File: config.mk
export PLATFORM = sky130hd
export DESIGN_NAME = instr_info_queue
export DESIGN_NICKNAME = d
export VERILOG_FILES = /design/src/rtl/instr_info_pkg.sv /design/src/rtl/instr_info_ptr_ctrl.sv /design/src/rtl/instr_info_queue.sv
export SDC_FILE = /design/constraint.sdc
export NUM_CORES = 2
export LEC_CHECK = 0
export BUFFER_PORTS_ARGS = -buffer_cell sky130_fd_sc_hd__buf_2
export CAP_MARGIN = 20
export CORE_MARGIN = 3
export CORE_UTILIZATION = 55
export DETAILED_ROUTE_END_ITERATION = 6
export PLACE_DENSITY = 0.77
export SETUP_SLACK_MARGIN = 0.2
export SYNTH_ARGS = -nofsm -noshare
export SYNTH_HDL_FRONTEND = slang
export SYNTH_SLANG_ARGS = --single-unit
File: constraint.sdc
create_clock -name clk -period 9.8 [get_ports clk]
set_input_delay 1.96 -clock clk [delete_from_list [all_inputs] [get_ports clk]]
set_output_delay 1.96 -clock clk [all_outputs]
set_load 0.05 [all_outputs]
File: src/rtl/instr_info_pkg.sv
`default_nettype none
// +----------------------------------------------------------------------------+
// | instr_info_pkg                                                             |
// | Decoded-instruction record types shared by the instruction-info queue.     |
// | Revision: 1.0                                                              |
// +----------------------------------------------------------------------------+
package instr_info_pkg;

   localparam int INFO_XLEN = 32;

   typedef enum logic [3:0] {
      UNKNOWN = 4'd0,
      ADD, SUB, ADDI, LW, SW, BEQ, BNE, JAL, JALR, LUI, AUIPC, ECALL
   } instr_name_e;

   typedef enum logic [2:0] {
      XX = 3'd0,
      R_TYPE, I_TYPE, S_TYPE, B_TYPE, U_TYPE, J_TYPE
   } instr_type_e;

   typedef struct packed {
      logic [5:0] rd;
      logic [5:0] rs1;
      logic [5:0] rs2;
      logic [5:0] rs3;
   } registers_t;

   typedef struct packed {
      logic is_branch;
      logic is_load;
      logic is_store;
      logic is_compressed;
      logic is_illegal;
   } flag_vector_t;

   typedef struct packed {
      logic [INFO_XLEN-1:0] address;
      logic [INFO_XLEN-1:0] immediate;
      instr_name_e          instr_name;
      registers_t           regs;
      instr_type_e          instr_type;
      flag_vector_t         flags;
   } instr_info_t;

   localparam int INFO_W = $bits(instr_info_t);

   localparam instr_info_t INSTR_INFO_CLEARED = '{
      address:    '0,
      immediate:  '0,
      instr_name: UNKNOWN,
      regs:       '0,
      instr_type: XX,
      flags:      '0
   };

   function automatic logic [2:0] popcount4(input logic [3:0] v);
      logic [2:0] n;
      n = '0;
      for (int i = 0; i < 4; i++) begin
         n = n + {2'b00, v[i]};
      end
      return n;
   endfunction

   // Number of consecutive set bits starting at bit 0.
   function automatic logic [2:0] lead_ones4(input logic [3:0] v);
      logic [2:0] n;
      logic       run;
      n   = '0;
      run = 1'b1;
      for (int i = 0; i < 4; i++) begin
         run = run & v[i];
         if (run) begin
            n = n + 3'd1;
         end
      end
      return n;
   endfunction

endpackage : instr_info_pkg
`default_nettype wire

File: src/rtl/instr_info_ptr_ctrl.sv
`default_nettype none
// +----------------------------------------------------------------------------+
// | instr_info_ptr_ctrl                                                        |
// | Head/tail/occupancy bookkeeping and lane handshakes for instr_info_queue.  |
// | Optional same-cycle bypass when empty: INSTR_INFO_QUEUE_BYPASS_EN.         |
// | Revision: 1.0                                                              |
// +----------------------------------------------------------------------------+
module instr_info_ptr_ctrl
   import instr_info_pkg::*;
#(
   parameter  int DEPTH = 8,
   parameter  int WAYS  = 2,
   localparam int PW    = $clog2(DEPTH),
   localparam int CW    = $clog2(DEPTH + 1)
) (
   input  logic            clk,
   input  logic            rst_n,
   input  logic            flush_i,
   input  logic [WAYS-1:0] in_valid_i,
   input  logic [WAYS-1:0] out_ready_i,
   output logic            in_ready_o,
   output logic [WAYS-1:0] out_valid_o,
   output logic            bypass_o,
   output logic [WAYS-1:0] wr_en_o,
   output logic [2:0]      wr_skip_o,
   output logic [PW-1:0]   head_o,
   output logic [PW-1:0]   tail_o,
   output logic [CW-1:0]   count_o
);

   logic [PW-1:0]   head_q, head_d;
   logic [PW-1:0]   tail_q, tail_d;
   logic [CW-1:0]   count_q, count_d;
   logic [WAYS-1:0] in_take;
   logic [WAYS-1:0] stored_valid;
   logic [WAYS-1:0] out_take;
   logic [2:0]      n_in, n_take, n_out, n_skip;

   always_comb begin
      in_ready_o   = (count_q <= CW'(DEPTH - WAYS));
      in_take      = in_ready_o ? in_valid_i : '0;
      n_in         = popcount4(4'(in_take));
      stored_valid = '0;
      for (int w = 0; w < WAYS; w++) begin
         stored_valid[w] = (count_q > CW'(w));
      end
`ifdef INSTR_INFO_QUEUE_BYPASS_EN
      bypass_o = (count_q == '0) && !flush_i;
`else
      bypass_o = 1'b0;
`endif
      out_valid_o = bypass_o ? in_take : stored_valid;
      out_take    = out_valid_o & out_ready_i;
      n_take      = lead_ones4(4'(out_take));
      // Bypassed lanes consumed this cycle never touch storage.
      n_skip      = bypass_o ? n_take : 3'd0;
      n_out       = bypass_o ? 3'd0 : n_take;
      wr_skip_o   = n_skip;
      wr_en_o     = '0;
      for (int w = 0; w < WAYS; w++) begin
         wr_en_o[w] = !flush_i && (3'(w) < n_in) && (3'(w) >= n_skip);
      end
      if (flush_i) begin
         head_d  = '0;
         tail_d  = '0;
         count_d = '0;
      end else begin
         head_d  = head_q + PW'(n_out);
         tail_d  = tail_q + PW'(n_in - n_skip);
         count_d = count_q + CW'(n_in) - CW'(n_skip) - CW'(n_out);
      end
   end

   always_ff @(posedge clk or negedge rst_n) begin
      if (!rst_n) begin
         head_q  <= '0;
         tail_q  <= '0;
         count_q <= '0;
      end else begin
         head_q  <= head_d;
         tail_q  <= tail_d;
         count_q <= count_d;
      end
   end

   assign head_o  = head_q;
   assign tail_o  = tail_q;
   assign count_o = count_q;

endmodule : instr_info_ptr_ctrl
`default_nettype wire

File: src/rtl/instr_info_queue.sv
`default_nettype none
// +----------------------------------------------------------------------------+
// | instr_info_queue                                                           |
// | Multi-lane FIFO of decoded-instruction records between decode and rename.  |
// | Optional same-cycle bypass when empty: INSTR_INFO_QUEUE_BYPASS_EN.         |
// | Revision: 1.0                                                              |
// +----------------------------------------------------------------------------+
module instr_info_queue
   import instr_info_pkg::*;
#(
   parameter  int XLEN  = 32,
   parameter  int DEPTH = 8,
   parameter  int WAYS  = 2,
   localparam int PW    = $clog2(DEPTH),
   localparam int CW    = $clog2(DEPTH + 1)
) (
   input  logic                   clk,
   input  logic                   rst_n,
   input  logic                   flush,
   input  logic [WAYS-1:0]        in_valid,
   input  logic [WAYS*INFO_W-1:0] in_info,
   output logic                   in_ready,
   output logic [WAYS-1:0]        out_valid,
   output logic [WAYS*INFO_W-1:0] out_info,
   input  logic [WAYS-1:0]        out_ready,
   output logic [CW-1:0]          count,
   output logic                   full,
   output logic                   empty
);

   instr_info_t     mem_q [DEPTH];
   instr_info_t     in_rec [WAYS];
   logic            bypass;
   logic [WAYS-1:0] wr_en;
   logic [2:0]      wr_skip;
   logic [PW-1:0]   head, tail;
   logic [WAYS-1:0] in_valid_inc, out_ready_inc;

   instr_info_ptr_ctrl #(
      .DEPTH (DEPTH),
      .WAYS  (WAYS)
   ) u_ptr_ctrl (
      .clk         (clk),
      .rst_n       (rst_n),
      .flush_i     (flush),
      .in_valid_i  (in_valid),
      .out_ready_i (out_ready),
      .in_ready_o  (in_ready),
      .out_valid_o (out_valid),
      .bypass_o    (bypass),
      .wr_en_o     (wr_en),
      .wr_skip_o   (wr_skip),
      .head_o      (head),
      .tail_o      (tail),
      .count_o     (count)
   );

   assign full  = (count == CW'(DEPTH));
   assign empty = (count == '0);

   // Storage is deliberately left unreset; validity comes from count alone.
   always_ff @(posedge clk) begin
      for (int w = 0; w < WAYS; w++) begin
         if (wr_en[w]) begin
            mem_q[tail + PW'(w) - PW'(wr_skip)] <= in_rec[w];
         end
      end
   end

   for (genvar w = 0; w < WAYS; w++) begin : g_lane
      instr_info_t   out_rec;
      logic [PW-1:0] rd_idx;

      assign in_rec[w] = in_info[w*INFO_W +: INFO_W];
      assign rd_idx    = head + PW'(w);

      always_comb begin
         out_rec = INSTR_INFO_CLEARED;
         if (out_valid[w]) begin
            out_rec = bypass ? in_rec[w] : mem_q[rd_idx];
         end
      end

      assign out_info[w*INFO_W +: INFO_W] = out_rec;
   end

   assign in_valid_inc  = in_valid + WAYS'(1);
   assign out_ready_inc = out_ready + WAYS'(1);

   a_xlen_match: assert property (@(posedge clk) XLEN == INFO_XLEN);
   a_in_valid_contig: assert property (@(posedge clk) disable iff (!rst_n)
      (in_valid & in_valid_inc) == '0);
   a_out_ready_contig: assert property (@(posedge clk) disable iff (!rst_n)
      (out_ready & out_ready_inc) == '0);
   a_out_ready_on_valid: assert property (@(posedge clk) disable iff (!rst_n)
      (out_ready & ~out_valid) == '0);

endmodule : instr_info_queue
`default_nettype wire

; Word level (Yosys, flattened, before mapping)
; Memories as Yosys holds them, arrays and structs flattened.
; Cells that the tools add are included.
[classes]
addsub = 8
n_lt_le_gt_ge = 5
n_eq_ne = 1
muxes = 12
n_bitwise = 2
n_reduce_logical = 4
[ops]
columns = cell, count
row1 = $mux 100, 2
row2 = $add 3x1->3 const B, 3
row3 = $mux 3, 3
row4 = $gt 4x1->1 const B, 2
row5 = $add 3x3->3, 2
row6 = $lt 1x3->1 const A, 2
row7 = $mux 1, 5
row8 = $add 4x3->4, 1
row9 = $eq 4x4->1 const B, 1
row10 = $le 4x3->1 const B, 1
row11 = $logic_not 4->1, 1
row12 = $mux 4, 1
row13 = $sub 4x3->4, 1
row14 = $add 1x1->2, 1
row15 = $and 2x2->2, 1
row16 = $logic_and 1x1->1, 2
row17 = $mux 2, 1
row18 = $and 1x1->1, 1
row19 = $logic_not 1->1, 1
[totals]
ff_bits = 10
ramBits = 800
inputBits = 207
output_inout_bits = 209
word_cells = 36
n_memories = 1
[mem_list]
columns = memory, depth, width, read_ports, rd_clocked_by_memory_dff, wr, line
row1 = mem_q, 8, 100, 2, 0, 2, instr_info_queue.sv:31  ; instr_info_t mem_q [DEPTH];

; Depth between registers and ports, before layout
[logic_depth]
word_depth = 7
depth_mapped = 13
ltp_nobuf = 13

; By module
; From an unflattened synthesis, not the netlist that was laid out.
[unflattened]
cells_unflattened = 4151
area_unflattened_um2 = 54085.6
[modules_own_cells]
columns = mod, instances, cells_per_inst, area_per_inst_um2, seq_area_each_um2
row1 = instr_info_queue, 1, 4081, 53367.4, 24023.0
row2 = instr_info_ptr_ctrl, 1, 70, 718.2, 250.2

; Least setup slack after synthesis
; OpenSTA, ideal clock, no wires.
[synth_path]
path_kind = reg-to-reg
startpoint = reg u_ptr_ctrl.count_q[3], in the netlist u_ptr_ctrl.count_o[3]
endpoint = mem mem_q[0][0] (netlist name) (enable)
setup_ps = 706
arrival_ps = 10121
required_ps = 9094
slack_ps = -1027
path_stages_with_launch = 9
n_path_buf = 0
period_less_slack_ps = 10827
path_cell_list = dfrtp_1 > inv_1 > ha_1 > nand2_1 > mux2i_1 > nand2_1 > ha_1 > or3_1 > o31ai_1
[synth_rtl]
columns = item, line
row1 = start: declaration, instr_info_ptr_ctrl.sv:33  ; logic [CW-1:0] count_q, count_d;
row2 = start signal: assignment, instr_info_ptr_ctrl.sv:82  ; count_q <= count_d;
row3 = end: declaration, instr_info_queue.sv:31

; Final worst setup path
[layout_path]
startpoint = reg u_ptr_ctrl.head_q[0], in the netlist u_ptr_ctrl.head_o[0]
endpoint = out out_info[72]
[layout_via]
elab_chain_cells = 2
[layout_lines]
columns = item, line
row1 = start: declaration, instr_info_ptr_ctrl.sv:31  ; logic [PW-1:0] head_q, head_d;
row2 = start signal: assignment, instr_info_ptr_ctrl.sv:76  ; head_q <= '0;
row3 = start signal: assignment, instr_info_ptr_ctrl.sv:80  ; head_q <= head_d;
row4 = $mem_v2 8x100, -
row5 = $mux 100, instr_info_queue.sv:79  ; if (out_valid[w]) begin
row6 = end: declaration, instr_info_queue.sv:24  ; output logic [WAYS*INFO_W-1:0] out_info,
; No other way between the ends.

==> results.md <==
* Critical-path cell list: buf_4 -> buf_16 -> buf_12 -> buf_4 -> mux2_2 -> o22ai_1 -> nor3_1 -> buf_2
* DRT Pass-1 Iters at 5
* IO Port Bufs at 415
* Hold buffer count at CTS at 0
* Total global-route track usage at 32.3%
* Peak VDD IR at 0.303 mV
* Setup ws final at 2.48 ns
* Clock tree buffer depth at 3
* Sequential share of the synthesized area at 51.8%
* Die area at 88800 sq um
* Max-Slew Margin vs Limit at 19.1%
* Share of cells above drive strength 1 at 53.6%
* Avg Vias per Cell at 6.87
* First-iteration detailed-routing DRC count at 3740
* Mux contribution to synthesized area at 38.5%
* Yosys top cell by area: edfxtp_1
* Cell family with most CP delay: buffers and inverters
* # IOs at 416
* Die width at 298 um
* Register bit total from synthesis at 810
* Final nets at 3498
* Compound-Gate Fraction of Synth Area at 4.76%
* Setup bufs post-CTS at 0
* Synth Area in Simple Gates at 1.56%
* Clk_lat worst skew at 0.64 ns
* Final Hold Vio Count at 0
* Drt drc at 0
* Largest family of logic cells by synthesized area: multiplexers
* Clk sink count at 810
* Cts repair resizes at 0
* Min-Delay Path Class: reg2reg
* Net Count, Synth at 3191
* Placer Congestion at 0.831
* Worst stage delay on the critical path at 0.92 ns
* Fmax at 137 MHz
* Worst-path maximum fanout at 199
* Crit share post-route at 74.7%
* Status: completed
* Mapped Avg Cell Area at 15.8 sq um
* Max-slew violations at 0
* CTS tree: built
* Xor and xnor area share after synthesis at 0.163%
* Top area cells in the synthesized netlist: edfxtp_1 51%, mux2_2 23%, mux4_2 9.6%
* Area added between synthesis and finish at 12.7%
* Worst-Margin Slew at 1.21 ns
* Total CTS buffers at 88
* Wire per inst at 32.2 um
* # rows at 106
* DPL Wire Length at 83700 um
* Synth Area in Adders at 0.555%
* Remaining antenna violation count after routing at 0
* Arrival time at the worst endpoint at 5.36 ns
* Max_cap viols at 0
* Synth top area share at 51.3%
* LEAKAGE at 17.8 nW
* Routed vias at 31.0k
* Worst Skew at 0.0126 ns
* Initial Util at 55.7%
* Synth warn at 0
* Worst slack at placement at 3.02 ns
* CP Data Required Time at 7.84 ns
* GRT Residual Overflow at 0
* Setup crit end kind: output port
* Largest net degree at the start of global routing at 200
* Top cell by count, worst path: buf_4
* Synthesized instance count at 2965
* CP bufs+invs at 5
* Startpoint Class: register
* RSZ-0062 raised after global routing: no
* Final wirelength at 146000 um
* Worst reg2reg setup slack at 4.73 ns
* H-tree levels at 3
* Core area at 84100 sq um
* Final setup fails at 0
* Power Density at 315 nW/um^2
* Post-synth cell types at 37
* Die height at 298 um
* Clock Pin Slew Worst Setup and Hold Paths at 0.06 ns
* Crit path max-delay cell type: buf_4
* First-pass GRT wire length at 215000 um
* Synth Cell Area at 46900 sq um
* Setup Crit Path Kind: reg2out
* Vias in the first global route at 32.6k
* Initial antenna violation count at 64
* Post-Route Utilization at 62.8%
* Clk Tree Root Cell: clkbuf_16
* Period minus WS final at 7.32 ns
## layer usage
metal | wire [um] | vias up | GRT usage, %
met5 | 269 | - | 0
met4 | 5020 | 44 | 14.6
met3 | 16200 | 316 | 9.04
met2 | 70500 | 1871 | 52.4
met1 | 53700 | 15900 | 40.6
li1 | - | 12900 | -
## where the power goes
part           total [W]  switching, W  internal (W)
clock network    0.00323       0.00139       0.00184
logic            0.00898       0.00592       0.00306
registers        0.00445      0.000204       0.00424
## sequential cells by signal, summed over array words and instances, names as in the netlist
| name | count |
|---|---|
| u_ptr_ctrl.head_o | 3 |
| u_ptr_ctrl.tail_o | 3 |
| u_ptr_ctrl.count_o | 4 |
| mem_q | 800 |
## path summary, 6_finish.rpt
path,start,endpoint,cells after the start
min in group asynchronous,rst_n,u_ptr_ctrl.tail_o[0]$_DFF_PN0_,1
worst min register to register,u_ptr_ctrl.tail_o[0]$_DFF_PN0_,u_ptr_ctrl.tail_o[0]$_DFF_PN0_,2
worst max register to register,u_ptr_ctrl.count_o[3]$_DFF_PN0_,mem_q[5][71]$_DFFE_PP_,11
worst min-delay path,u_ptr_ctrl.tail_o[0]$_DFF_PN0_,u_ptr_ctrl.tail_o[0]$_DFF_PN0_,2
max in group asynchronous,rst_n,u_ptr_ctrl.head_o[0]$_DFF_PN0_,1
worst max-delay path,u_ptr_ctrl.head_o[0]$_DFF_PN0_,out_info[72],8
## area by class of cell
cell class              count  area [sq um]
diodes                     43           108
clock buffers             107          2320
clock inverters            55           448
fillers                  6120         31300
inverters                  11          43.8
multi-input cells        1889         21600
flip-flops and latches    810         24300
well taps                1134          1420
repair buffers            472          2660
## kinds of logic (layout without fill, tap and decap cells)
family / Yosys count / count (layout)
mux: 1402 / 1402
flops: 810 / 810
compound gates: 316 / 316
buf+inv: 266 / 645
simple gates: 145 / 145
fa+ha+maj: 19 / 19
xor+xnor: 7 / 7
other cells: 0 / 43
## layout by cell type, fill, tap and decap left out, types with 3 or more instances in the layout
cell / instances
mux2_2: 973
edfxtp_1: 800
buf_2: 415
mux2_1: 228
o22ai_1: 200
mux4_2: 200
nor3_1: 100
a22o_1: 100
clkbuf_16: 90
buf_4: 47
diode_2: 43
clkinv_1: 23
clkinv_2: 20
clkbuf_1: 17
ha_1: 15
nand2_1: 10
inv_1: 10
dfrtp_1: 9
nor2_1: 7
nor2b_1: 7
bufinv_16: 6
buf_12: 6
a21o_1: 4
nand3_4: 4
o21ai_4: 4
buf_16: 4
nand2b_1: 3
xor2_1: 3
fa_1: 3
## stage by stage
| step | cell area (sq um) | hold slack, ns | power [W] | std cells | setup TNS (ns) |
|---|---|---|---|---|---|
| finish | 52800 | 0.792 | 0.0167 | 4521 | 0 |
| global route | 52800 | 0.814 | 0.0172 | 4504 | 0 |
| CTS | 52700 | 0.776 | 0.0166 | 4476 | 0 |
| detailed placement | 49900 | 0.759 | 0.0134 | 4314 | 0 |
| global placement | 49800 | 0.706 | 0.0133 | 4311 | 0 |
| floorplan | 46900 | 0.609 | 0.0111 | 2965 | -156.46 |
## synth_stat cells (all sizes together)
cell type,instances
mux2i,1
or2,2
nor3b,1
o21bai,2
xnor2,3
nand2b,5
nand2,11
nand3,4
or3,1
nand4,2
nor2,7
clkbuf,72
o31ai,2
ha,16
mux4,200
inv,11
a22o,100
fa,3
and2,2
buf,183
o22ai,200
o21ai,4
dfrtp,10
a21o,4
a21boi,1
a21oi,3
mux2,1201
nor2b,7
nor3,102
edfxtp,800
xor2,4
or3b,1
## worst min-delay path, cell delays in order, from the launching register on
cell and delay (ns):
dfrtp_1 0.44, ha_1 0.16, nor2b_1 0.14
(Power assumes the default switching activity.)
